**src/rtl/axi_pkg.sv**
```systemverilog
// Shared AXI definitions for the VIP memory model: burst/response encodings and
// the slave channel state machine encoding.
package axi_pkg;

    typedef enum logic [1:0] {
        FIXED = 2'd0,
        INCR  = 2'd1,
        WRAP  = 2'd2
    } axi_burst_e;

    typedef enum logic [1:0] {
        OKAY   = 2'd0,
        EXOKAY = 2'd1,
        SLVERR = 2'd2,
        DECERR = 2'd3
    } axi_resp_e;

    typedef enum logic [1:0] {
        IDLE = 2'd0,
        DATA = 2'd1,
        RESP = 2'd2
    } wr_state_e;

    // WRAP bursts are only legal with 2, 4, 8 or 16 beats.
    function automatic logic wrap_len_ok(input logic [7:0] len);
        return (len == 8'd1) || (len == 8'd3) || (len == 8'd7) || (len == 8'd15);
    endfunction

endpackage

```
**src/rtl/axi_burst_addr_gen.sv**
```systemverilog
// Combinational next-beat address for FIXED, INCR and WRAP bursts; shared by
// the write and read slaves.
module axi_burst_addr_gen
    import axi_pkg::*;
#(
    parameter int ADDR_WIDTH = 64
) (
    input  logic [ADDR_WIDTH-1:0] addr,
    input  logic [2:0]            size,
    input  logic [7:0]            len,
    input  logic [1:0]            burst,
    output logic [ADDR_WIDTH-1:0] next_addr
);

    logic [ADDR_WIDTH-1:0] beat_bytes;
    logic [ADDR_WIDTH-1:0] size_mask;
    logic [ADDR_WIDTH-1:0] wrap_mask;
    logic [ADDR_WIDTH-1:0] incr_addr;
    logic [ADDR_WIDTH-1:0] wrap_addr;

    always_comb begin
        beat_bytes = ADDR_WIDTH'(1) << size;
        size_mask  = beat_bytes - ADDR_WIDTH'(1);
        wrap_mask  = ((ADDR_WIDTH'(len) + ADDR_WIDTH'(1)) << size) - ADDR_WIDTH'(1);
        // INCR steps from the aligned address so an unaligned start lands on the next boundary.
        incr_addr  = (addr & ~size_mask) + beat_bytes;
        wrap_addr  = (addr & ~wrap_mask) | ((addr + beat_bytes) & wrap_mask);
        case (burst)
            INCR:    next_addr = incr_addr;
            WRAP:    next_addr = wrap_addr;
            default: next_addr = addr;
        endcase
    end

endmodule

```
**src/rtl/axi_mem_wr_slave.sv**
```systemverilog
// AXI write-channel responder: accepts one burst at a time, expands it into
// per-beat SRAM word writes and returns a single B response per burst.
module axi_mem_wr_slave
    import axi_pkg::*;
#(
    parameter int ID_WIDTH   = 16,
    parameter int ADDR_WIDTH = 64,
    parameter int BYTE_WIDTH = 32,
    parameter int MEM_AW     = 10
) (
    input  logic                    clk,
    input  logic                    rst_n,
    input  logic [ID_WIDTH-1:0]     awid,
    input  logic [ADDR_WIDTH-1:0]   awaddr,
    input  logic [7:0]              awlen,
    input  logic [2:0]              awsize,
    input  logic [1:0]              awburst,
    input  logic [3:0]              awcache,
    input  logic [2:0]              awprot,
    input  logic [3:0]              awqos,
    input  logic [3:0]              awregion,
    input  logic                    awvalid,
    output logic                    awready,
    input  logic [BYTE_WIDTH*8-1:0] wdata,
    input  logic [BYTE_WIDTH-1:0]   wstrb,
    input  logic                    wlast,
    input  logic                    wvalid,
    output logic                    wready,
    output logic [ID_WIDTH-1:0]     bid,
    output logic [1:0]              bresp,
    output logic                    bvalid,
    input  logic                    bready,
    output logic                    mem_we,
    output logic [MEM_AW-1:0]       mem_addr,
    output logic [BYTE_WIDTH*8-1:0] mem_wdata,
    output logic [BYTE_WIDTH-1:0]   mem_be
);

    localparam int BYTE_LOG    = $clog2(BYTE_WIDTH);
    localparam int MEM_BYTE_AW = MEM_AW + BYTE_LOG;

    wr_state_e             state_reg;
    logic [ID_WIDTH-1:0]   id_reg;
    logic [ADDR_WIDTH-1:0] addr_reg;
    logic [7:0]            len_reg;
    logic [7:0]            beat_cnt_reg;
    logic [2:0]            size_reg;
    logic [1:0]            burst_reg;
    logic [1:0]            err_reg;
    logic                  wlast_err_reg;

    logic [ADDR_WIDTH-1:0] next_addr;
    logic [1:0]            aw_err;
    logic [7:0]            aw_align_mask;
    logic                  beat;
    logic                  last_beat;
    logic [1:0]            final_resp;

    // Cache/protection/QoS/region sideband carries no meaning for a plain memory.
    logic unused_sideband;
    assign unused_sideband = ^{awcache, awprot, awqos, awregion};

    axi_burst_addr_gen #(
        .ADDR_WIDTH (ADDR_WIDTH)
    ) u_addr_gen (
        .addr      (addr_reg),
        .size      (size_reg),
        .len       (len_reg),
        .burst     (burst_reg),
        .next_addr (next_addr)
    );

    // Decode error takes precedence over any malformed-burst error.
    always_comb begin
        aw_align_mask = (8'd1 << awsize) - 8'd1;
        aw_err        = OKAY;
        if (awaddr[ADDR_WIDTH-1:MEM_BYTE_AW] != '0) begin
            aw_err = DECERR;
        end else if ((awsize > 3'(BYTE_LOG)) || (awburst == 2'd3) ||
                     ((awburst == WRAP) && !wrap_len_ok(awlen)) ||
                     ((awburst == WRAP) && ((awaddr[7:0] & aw_align_mask) != 8'd0))) begin
            aw_err = SLVERR;
        end
    end

    assign beat      = wvalid && wready;
    assign last_beat = (beat_cnt_reg == len_reg);

    // A misplaced wlast only changes the response; writes already issued stand.
    always_comb begin
        final_resp = err_reg;
        if ((err_reg == OKAY) && (wlast_err_reg || (wlast != last_beat))) begin
            final_resp = SLVERR;
        end
    end

    always_ff @(posedge clk or negedge rst_n) begin
        if (!rst_n) begin
            state_reg     <= IDLE;
            id_reg        <= '0;
            addr_reg      <= '0;
            len_reg       <= '0;
            beat_cnt_reg  <= '0;
            size_reg      <= '0;
            burst_reg     <= '0;
            err_reg       <= '0;
            wlast_err_reg <= 1'b0;
            awready       <= 1'b0;
            wready        <= 1'b0;
            bid           <= '0;
            bresp         <= '0;
            bvalid        <= 1'b0;
            mem_we        <= 1'b0;
            mem_addr      <= '0;
            mem_wdata     <= '0;
            mem_be        <= '0;
        end else begin
            mem_we <= 1'b0;
            case (state_reg)
                IDLE: begin
                    if (awvalid && awready) begin
                        id_reg        <= awid;
                        addr_reg      <= awaddr;
                        len_reg       <= awlen;
                        size_reg      <= awsize;
                        burst_reg     <= awburst;
                        err_reg       <= aw_err;
                        wlast_err_reg <= 1'b0;
                        beat_cnt_reg  <= '0;
                        awready       <= 1'b0;
                        wready        <= 1'b1;
                        state_reg     <= DATA;
                    end else begin
                        awready <= 1'b1;
                    end
                end
                DATA: begin
                    if (beat) begin
                        mem_we        <= (err_reg == OKAY);
                        mem_addr      <= addr_reg[MEM_BYTE_AW-1:BYTE_LOG];
                        mem_wdata     <= wdata;
                        mem_be        <= wstrb;
                        addr_reg      <= next_addr;
                        beat_cnt_reg  <= beat_cnt_reg + 8'd1;
                        wlast_err_reg <= wlast_err_reg || (wlast != last_beat);
                        if (last_beat) begin
                            wready    <= 1'b0;
                            bvalid    <= 1'b1;
                            bid       <= id_reg;
                            bresp     <= final_resp;
                            state_reg <= RESP;
                        end
                    end
                end
                RESP: begin
                    if (bready) begin
                        bvalid    <= 1'b0;
                        awready   <= 1'b1;
                        state_reg <= IDLE;
                    end
                end
                default: begin
                    state_reg <= IDLE;
                end
            endcase
        end
    end

endmodule

```
**config.mk**
```make
export PLATFORM = sky130hd
export DESIGN_NAME = axi_mem_wr_slave
export DESIGN_NICKNAME = d
export VERILOG_FILES = /design/src/rtl/axi_pkg.sv /design/src/rtl/axi_burst_addr_gen.sv /design/src/rtl/axi_mem_wr_slave.sv
export SDC_FILE = /design/constraint.sdc
export NUM_CORES = 1
export LEC_CHECK = 0
export CAP_MARGIN = 10
export CORE_AREA = 2 2 284 286
export CTS_BUF_LIST = sky130_fd_sc_hd__clkbuf_4 sky130_fd_sc_hd__clkbuf_8 sky130_fd_sc_hd__clkbuf_16
export DETAILED_ROUTE_END_ITERATION = 6
export DIE_AREA = 0 0 286 288
export GPL_TIMING_DRIVEN = 0
export PLACE_DENSITY_LB_ADDON = 0.08
export SLEW_MARGIN = 5
export SYNTH_ARGS = -nofsm -noshare
export SYNTH_HDL_FRONTEND = slang
export SYNTH_SLANG_ARGS = --single-unit
export TNS_END_PERCENT = 10
```
**constraint.sdc**
```tcl
create_clock -name clk -period 3.5 [get_ports clk]
set_clock_uncertainty 0.2 [all_clocks]
set_input_delay 0.7 -clock clk [delete_from_list [all_inputs] [get_ports clk]]
set_output_delay 0.7 -clock clk [all_outputs]
set_load 0.01 [all_outputs]
```
# [After elaboration in Yosys (flattened, before gate mapping)]
# Cells that the tools add are included.
[word_totals] ff_bits=426 in_bits=402 out_inout_bits=320 wordCells=113
[op_classes] addsub=7 n_lt_le_gt_ge=1 eq_ne=17 shift=3 n_mux=31 n_bitwise=7 n_reduce_logical=29
[op_table] cell="$pmux W64 S2" count=2
[op_table] cell="$and A64 B64 Y64" count=3
[op_table] cell="$add A64 B64 Y64" count=2
[op_table] cell="$mux W64" count=2
[op_table] cell="$not A64 Y64" count=2
[op_table] cell="$sub A64 B1 Y64 const B" count=2
[op_table] cell="$or A64 B64 Y64" count=1
[op_table] cell="$shl A1 B3 Y64 const A" count=1
[op_table] cell="$shl A64 B3 Y64" count=1
[op_table] cell="$reduce_bool A49 Y1" count=1
[op_table] cell="$mux W8" count=2
[op_table] cell="$pmux W8 S2" count=1
[op_table] cell="$reduce_and A4 Y1" count=4
[op_table] cell="$mux W2" count=7
[op_table] cell="$mux W1" count=12
[op_table] cell="$add A8 B1 Y9 const B" count=1
[op_table] cell="$add A8 B1 Y8 const B" count=1
[op_table] cell="$and A8 B8 Y8" count=1
[op_table] cell="$eq A2 B2 Y1 const B" count=4
[op_table] cell="$eq A8 B1 Y1 const B" count=1
[op_table] cell="$eq A8 B2 Y1 const B" count=1
[op_table] cell="$eq A8 B3 Y1 const B" count=1
[op_table] cell="$eq A8 B4 Y1 const B" count=1
[op_table] cell="$eq A8 B8 Y1" count=1
[op_table] cell="other kinds (17)" count=40

# [Longest topological paths before layout]
# Gate-level depths: netlist of the first run.
[logic_depth] depth_word=10 ltp_mapped=16 depth_no_buf=14

# [Hierarchy]
# Synthesis of the first run repeated with hierarchy kept, for this count alone.
[hier_totals] cells_unflattened=2777 hier_area_um2=22776.8
[by_module_without_submodules] mod="axi_mem_wr_slave" n_inst=1 cells_each=1831 area_per_inst_um2=17066.4
[by_module_without_submodules] mod="axi_burst_addr_gen" n_inst=1 cells_each=946 area_per_inst_um2=5710.5

# [Worst setup path after synthesis of the first run]
# Ideal clock, no wire load.
[synth_path] path_kind="register -> register" start="register size_reg[1]" end="register with a tool-made name" setup_ns=0.128 arrival_ns=3.461 t_required_ns=3.172 slack_ns=-0.288 path_stages_with_launch=17 period_less_slack_ns=3.788 cell_sequence="dfrtp_1 -> buf_2 -> buf_1 -> clkbuf_1 -> nor3_1 -> ha_1 -> ha_1 -> clkbuf_1 -> a21oi_1 -> nand4b_1 -> a31o_2 -> a31oi_1 -> nand4_1 -> xnor2_1 -> a22oi_1 -> o21ai_0 -> mux2_1"
[synth_rtl] item="from (decl)" line_no="axi_mem_wr_slave.sv:47" text="logic [2:0] size_reg;"
[synth_rtl] item="from (signal assigned)" line_no="axi_mem_wr_slave.sv:125" text="size_reg <= awsize;"

==> flow_metrics.env, run 1 <==
export IMPL_ioPinCount=722
export IMPL_track_usage_pct=19.1
export IMPL_grt_pass1_vias=16900
export IMPL_avgRoutedWirePerCell_um=21.0
export IMPL_die_w_um=286
export IMPL_grt_overflow_total=0
export IMPL_dr_pass1_iters=5
export IMPL_synth_area_leader_cell="dfrtp_1"
export IMPL_status="finished clean"
export IMPL_die_y_um=288
export IMPL_top_usage_layer="met2"
export IMPL_antenna_found_initial=16
export IMPL_syn_to_final_growth_pct=62.0
export IMPL_wl_mm=81.1
export IMPL_cp_required_ns=3.76
export IMPL_rows=104
export IMPL_end_kind="flip-flop"
export IMPL_clockRootBuffer="clkbuf_16"
export IMPL_ir_drop_mv=0.284
export IMPL_synth_top_area_share_pct=55.4
export IMPL_fin_tns_setup_ns=0
export IMPL_die_area_um2=82400
export IMPL_met2_usage_pct=33.1
export IMPL_syn_area_um2=17000
export IMPL_cap_violations=0
export IMPL_startpoint_type="flip-flop"
export IMPL_setup_viol=0
export IMPL_synthXorXnorAreaFrac_pct=2.37
export IMPL_yosysWarnings=0
export IMPL_ant_nets=0
export IMPL_grt_util_met3_pct=5.59
export IMPL_cts_tree="done"
export IMPL_muxShareOfSynthArea_pct=1.69
export IMPL_post_drt_via_cell_ratio=4.29
export IMPL_core_area_um2=79600
export IMPL_finalCriticalPeriod_ns=3.40
export IMPL_clk_path_buf_depth=3
export IMPL_fin_area_um2=27600
export IMPL_ys_seq_elements=377
export IMPL_async_flop_share_pct=100
export IMPL_synth_edf_count=0
export IMPL_reg_largest_list="mem_wdata x256, mem_be x32"
export IMPL_yosysUniqueCellTypes=82
export IMPL_max_slew_margin_rel_pct=32.8
export IMPL_largest_register="mem_wdata"
export IMPL_critPathMaxFanout=10
export IMPL_grt_max_degree=91
export IMPL_whs_ns=0.270
export IMPL_fmax_mhz=294
export IMPL_largest_register_ffs=256
export IMPL_grt_setup_unrepaired="yes"
export IMPL_clk_pin_slew_ns=0.06
export IMPL_arrival_ns=3.66
export IMPL_cts_max_level=2
export IMPL_drcViolationCount=0
export IMPL_final_util_pct=34.6
export IMPL_dr_first_iter_drc_count=1033
export IMPL_yosys_top_cells_area="dfrtp_1 (55%), nand2_1 (22%), clkbuf_1 (2.1%), xnor2_1 (1.6%), o21ai_0 (1.6%)"
export IMPL_clock_latency_ns=0.58
export IMPL_synth_top_family_by_area="simple AND/OR/NAND/NOR gates"
export IMPL_synthCells=1986
export IMPL_synth_seq_area_share_pct=55.4
export IMPL_hold_violations=0
export IMPL_synth_simple_area_share_pct=28.2
export IMPL_nets=3179
export IMPL_start_util_pct=21.4
export IMPL_synth_nets=2403
export IMPL_hold_path_class="flip-flop to flip-flop"
export IMPL_power_density_nw_per_um2=373
export IMPL_crit_type="flip-flop to flip-flop"
export IMPL_drive_gt1_share_pct=6.89
export IMPL_tightest_slew_ns=1.01
export IMPL_cts_buffers=50
export IMPL_slew_viol_final=0
export IMPL_synth_compound_area_share_pct=7.82
export IMPL_clock_sinks=377
export IMPL_grt_pass1_wl_mm=117
export IMPL_dpl_instance_area_um2=25500
export IMPL_syn_avg_cell_area_um2=8.57
export IMPL_p_leak_uw=0.0131
export IMPL_worst_slack_ns=0.0985
export IMPL_port_buffers=704
export IMPL_vias=16600
export IMPL_register_area_um2=9440
export IMPL_use_met1_pct=22.8
export IMPL_gp_congestion=0.842
export IMPL_hpwl_mm=63.4
export IMPL_multi_input_area_um2=7140
export IMPL_min_period_over_period_pct=97.2
export IMPL_yosys_area_share_adder_pct=1.21
export IMPL_fillers=8373
export IMPL_place_ws_ns=-0.950
export IMPL_synth_main_ff_cell="dfrtp_1"
## layer usage
layer  share of wire [%]  routed length [um]
met1                  40               32200
met2                  50               40900
met4                 2.4                1970
met5                0.20                 166
met3                 7.2                5830
## path summary, 6_finish.rpt
kind	start	end	slack, ns	cells past startpoint
max reg2reg	size_reg[2]	flip-flop	0.1	14
max in group asynchronous	rst_n	mem_we	1.25	4
min in group asynchronous	rst_n	mem_wdata[107]	0.52	2
min	mem_wdata[191]	mem_wdata[191]	0.27	2
min reg2reg	mem_wdata[191]	mem_wdata[191]	0.27	2
max	size_reg[2]	flip-flop	0.1	14
## critical path, cell delays in order, from the launching register on
cell and delay (ns):
dfrtp_2 0.44, inv_1 0.20, clkbuf_4 0.29, nand2_1 0.15, inv_1 0.08, ha_1 0.22, a21o_1 0.22, o21ai_0 0.23
a21oi_1 0.17, o21a_1 0.26, nand2_1 0.10, or3_1 0.11, nand3_1 0.08, a21o_1 0.16, o32a_1 0.35
## synthesized netlist by cell type (3+ instances only)
cell type and instances:
nand2b_1 9, nor2_1 52, and3_1 7, xnor2_1 32, nor4_1 15, a211oi_1 7
and4_1 4, a31o_2 3, a21oi_1 41, a41o_1 3, mux2_2 18, o311ai_0 3
a31oi_1 5, buf_2 8, nand2_1 1020, mux2i_1 4, a221oi_1 6, clkbuf_1 97
dfrtp_1 377, a21o_1 8, a22o_1 3, and2_1 9, o211ai_1 9, buf_1 6
o221ai_1 3, a22oi_1 6, o31ai_1 5, or3_1 7, o2bb2ai_1 4, nor2b_1 5
nor3_1 15, xor2_1 14, nand3_1 21, o21ai_0 54, buf_6 4, ha_1 14
inv_1 19, o21a_1 3, nand4_1 10
## per-stage QoR
| stage | std cells | power [uW] |
|---|---|---|
| 2_1_floorplan | 1986 | 4460 |
| 3_3_place_gp | 3750 | 5020 |
| 3_5_place_dp | 3754 | 5030 |
| 4_1_cts | 3850 | 10500 |
| 5_1_grt | 3864 | 10700 |
| 6_report | 3865 | 10300 |
## logic make-up (layout without fill, tap and decap cells)
family,Yosys count,count (layout)
mux,25,25
simple gates,1191,1191
flops,377,377
buf+inv,137,952
fa+ha+maj,16,16
xor+xnor,46,46
other cells,0,4
compound gates,194,194
## power breakdown
part | internal (uW) | switching (uW)
Clock | 3270 | 2090
Sequential | 4360 | 0
Combinational | 398 | 184
Total | 8020 | 2280
## cells in the final DEF, fill, tap and decap left out, types with 8 or more instances in the layout
cell,Yosys,final
buf_6,4,10
dfrtp_1,377,375
ha_1,14,12
clkbuf_1,97,90
nor2_1,52,48
xor2_1,14,14
buf_4,2,20
xnor2_1,32,32
clkdlybuf4s50_1,0,703
o21ai_0,54,51
a21oi_1,41,40
mux2_2,18,18
and2_1,9,9
clkbuf_8,0,13
clkbuf_16,0,51
a21o_1,8,8
nor4_1,15,15
clkbuf_4,0,13
o211ai_1,9,9
clkinv_2,0,10
nand3_1,21,21
nand2b_1,9,9
nand4_1,10,10
nor3_1,15,13
inv_1,19,18
nand2_1,1020,1019
## layout make-up
class | instances | share of cell area (%)
sequential | 377 | 34.2
timing repair buffer | 729 | 26.6
tap | 1060 | 4.81
buffer | 112 | 1.98
inverter | 20 | 0.286
clock buffer | 73 | 5.46
antenna | 4 | 0.0363
clock inverter | 18 | 0.758
multi-input combinational | 1472 | 25.9
## what timing repair did
item,4_1_cts,5_1_grt
hold buffers,1,0
endpoints found under the hold margin,77,0
gates resized for setup,34,24
buffers inserted,8,12
endpoints found under the setup margin,308,20
pin swaps,6,11
No activity file was read; power rests on OpenSTA's default activity.
==> inputs of run 2 (changes only) <==
--- a/config.mk
+++ b/config.mk
@@ -12,6 +12,7 @@
 export DIE_AREA = 0 0 286 288
 export GPL_TIMING_DRIVEN = 0
 export PLACE_DENSITY_LB_ADDON = 0.08
+export REMOVE_ABC_BUFFERS = 1
 export SLEW_MARGIN = 5
 export SYNTH_ARGS = -nofsm -noshare
 export SYNTH_HDL_FRONTEND = slang
==> flow_metrics.env, run 2 (same netlist as run 1, synthesis figures left out) <==
export IMPL_final_cell_mix="nand2_1 (1,019), clkdlybuf4s50_1 (705), dfrtp_1 (370)"
export IMPL_status="finished clean"
export IMPL_startpoint_type="flip-flop"
export IMPL_die_y_um=288
export IMPL_ioPinCount=722
export IMPL_gp_congestion=0.835
export IMPL_dp_cells=3652
export IMPL_p_comb_share_pct=5.9
export IMPL_die_area_um2=82400
export IMPL_reg_largest_list="mem_wdata x256, mem_be x32"
export IMPL_max_stage_delay_ns=0.53
export IMPL_nets=3090
export IMPL_core_area_um2=79600
export IMPL_rows=104
export IMPL_power_uw=9790
export IMPL_clockRootBuffer="clkbuf_16"
export IMPL_fmax_mhz=296
export IMPL_use_met1_pct=20.2
export IMPL_met2_usage_pct=32.1
export IMPL_top_usage_layer="met2"
export IMPL_track_usage_pct=17.8
export IMPL_p_int_uw=7590
export IMPL_finalCriticalPeriod_ns=3.38
export IMPL_final_util_pct=34.3
export IMPL_port_buffers=706
export IMPL_r2r_start="size_reg[0]"
export IMPL_worst_slack_ns=0.124
export IMPL_clk_path_buf_depth=3
export IMPL_wl_mm=76.2
export IMPL_dr_pass1_iters=7
export IMPL_dr_first_iter_drc_count=889
export IMPL_hold_path_class="flip-flop to flip-flop"
export IMPL_ir_drop_mv=0.295
export IMPL_grt_util_met3_pct=5.80
export IMPL_crit_chain="buf_12, nor2_2, nand2_1, inv_1, ha_1, a21o_1, o21ai_1, a21oi_1, o21a_1, nand2_1, or3_1, nand3_1, a21o_1, o32a_1"
export IMPL_slew_viol_final=0
export IMPL_grt_max_degree=98
export IMPL_clock_latency_ns=0.57
export IMPL_startpoint="size_reg[0]"
export IMPL_drive_gt1_share_pct=7.24
export IMPL_worstHoldPathCells=2
export IMPL_cts_tree="done"
export IMPL_crit_type="flip-flop to flip-flop"
export IMPL_avgRoutedWirePerCell_um=20.2
export IMPL_ant_nets=0
export IMPL_power_density_nw_per_um2=359
export IMPL_clkPwrFrac_pct=49.5
export IMPL_max_slew_margin_rel_pct=19.3
export IMPL_cp_slowest_cell="dfrtp_4"
export IMPL_clock_sinks=377
export IMPL_layout_commonest_cell="nand2_1"
export IMPL_power_switching_share_pct=22.5
export IMPL_vias=16300
export IMPL_critPathMaxFanout=11
export IMPL_largest_register="mem_wdata"
export IMPL_min_period_over_period_pct=96.4
export IMPL_drcViolationCount=0
export IMPL_cts_buffers=49
export IMPL_grt_overflow_total=0
export IMPL_hpwl_mm=57.3
export IMPL_setup_viol=0
export IMPL_p_leak_uw=0.0130
export IMPL_clk_pin_slew_ns=0.06
export IMPL_syn_to_final_growth_pct=60.4
export IMPL_largest_register_ffs=256
export IMPL_start_util_pct=21.4
export IMPL_grt_pass1_vias=16100
export IMPL_end_kind="flip-flop"
export IMPL_instances_no_fill=3777
export IMPL_grt_pass1_wl_mm=110
export IMPL_min_to="id_reg[0]"
export IMPL_cap_violations=0
export IMPL_die_w_um=286
export IMPL_place_ws_ns=-0.893
export IMPL_post_drt_via_cell_ratio=4.31
export IMPL_switching_power_uw=2200
export IMPL_regToRegSetupSlack_ns=0.12
export IMPL_cp_required_ns=3.75
export IMPL_tightest_slew_ns=1.21
export IMPL_antenna_found_initial=23
export IMPL_hp_start="id_reg[0]"
export IMPL_r2r_cells=14
export IMPL_cts_max_level=2
export IMPL_arrival_ns=3.63
export IMPL_seqPwrFrac_pct=44.6
export IMPL_hold_violations=0
-- run 2: cell types whose count changed in the layout (fill, tap and decap cells not counted), sizes merged --
cell,before,now
diode,4,10
bufinv,4,0
clkbuf,167,70
clkdlybuf4s50,703,705
buf,43,45
clkinv,11,14
-- run 2: metal layers --
| layer | routed length (um) | vias up |
|---|---|---|
| li1 | - | 7801 |
| met1 | 29300 | 7823 |
| met2 | 39300 | 540 |
| met3 | 6140 | 103 |
| met4 | 1370 | 14 |
| met5 | 104 | - |
-- run 2: what timing repair did --
action	4_1_cts	5_1_grt
endpoints found under the setup margin	31	9
pin swaps	0	2
gates resized for setup	21	14
cloned	1	0
hold buffers	1	0
endpoints found under the hold margin	31	0
setup buffers	4	24
-- run 2: cell type report --
type	count	area [um2]
antenna	10	25.0
sequential	377	9450
inverter	20	85.1
fill	8311	52300
clock buffer	69	1430
timing repair inverter	1	5.00
clock inverter	16	97.6
multi-input combinational	1472	7150
timing repair buffer	752	7730
tap	1060	1330
-- run 2: power groups by stage --
| stage | sequential, uW | combinational (uW) | clock (uW) |
|---|---|---|---|
| 2_1_floorplan | 4440 | 18.6 | 0 |
| 3_3_place_gp | 4450 | 567 | 0 |
| 3_5_place_dp | 4440 | 585 | 0 |
| 4_1_cts | 4360 | 592 | 5060 |
| 5_1_grt | 4360 | 626 | 5230 |
| 6_report | 4360 | 578 | 4850 |
-- run 2: worst max-delay path by stage --
stage / endpoint / slack [ns]
after floorplan: bid[0] / -6.12
after global placement: asynchronous set/reset pin / -17.15
after detailed placement: flip-flop / -0.89
after CTS: flip-flop / -0.04
after global routing: flip-flop / -0.008
final: flip-flop / 0.12
-- run 2: worst max-delay path, delay by kind of cell (launching register included) --
family                   cells  cell delay, ns
AO/OA/AOI/OAI                6            1.30
adder cells (fa/ha/maj)      1            0.29
AND/OR/NAND/NOR              5            0.61
buffers and inverters        2            0.33
flip-flops                   1            0.53
-- run 2: metrics by stage --
stage,hold WS (ns),TNS [ns],instance area [um2]
detailed placement,0.261,-11.33,25300
CTS,0.274,-0.0385,27000
finish,0.268,0,27300
global placement,0.255,-,24900
global route,0.284,-0.00807,27300
floorplan,0.204,-1385.77,16500
==> inputs of run 3 (changes only) <==
--- a/config.mk
+++ b/config.mk
@@ -11,6 +11,7 @@
 export DETAILED_ROUTE_END_ITERATION = 6
 export DIE_AREA = 0 0 286 288
 export GPL_TIMING_DRIVEN = 0
+export HOLD_SLACK_MARGIN = 0.03
 export PLACE_DENSITY_LB_ADDON = 0.08
 export REMOVE_ABC_BUFFERS = 1
 export SLEW_MARGIN = 5
==> results of run 3 <==
Final layout, timing and power as in run 2 (identical DEF).
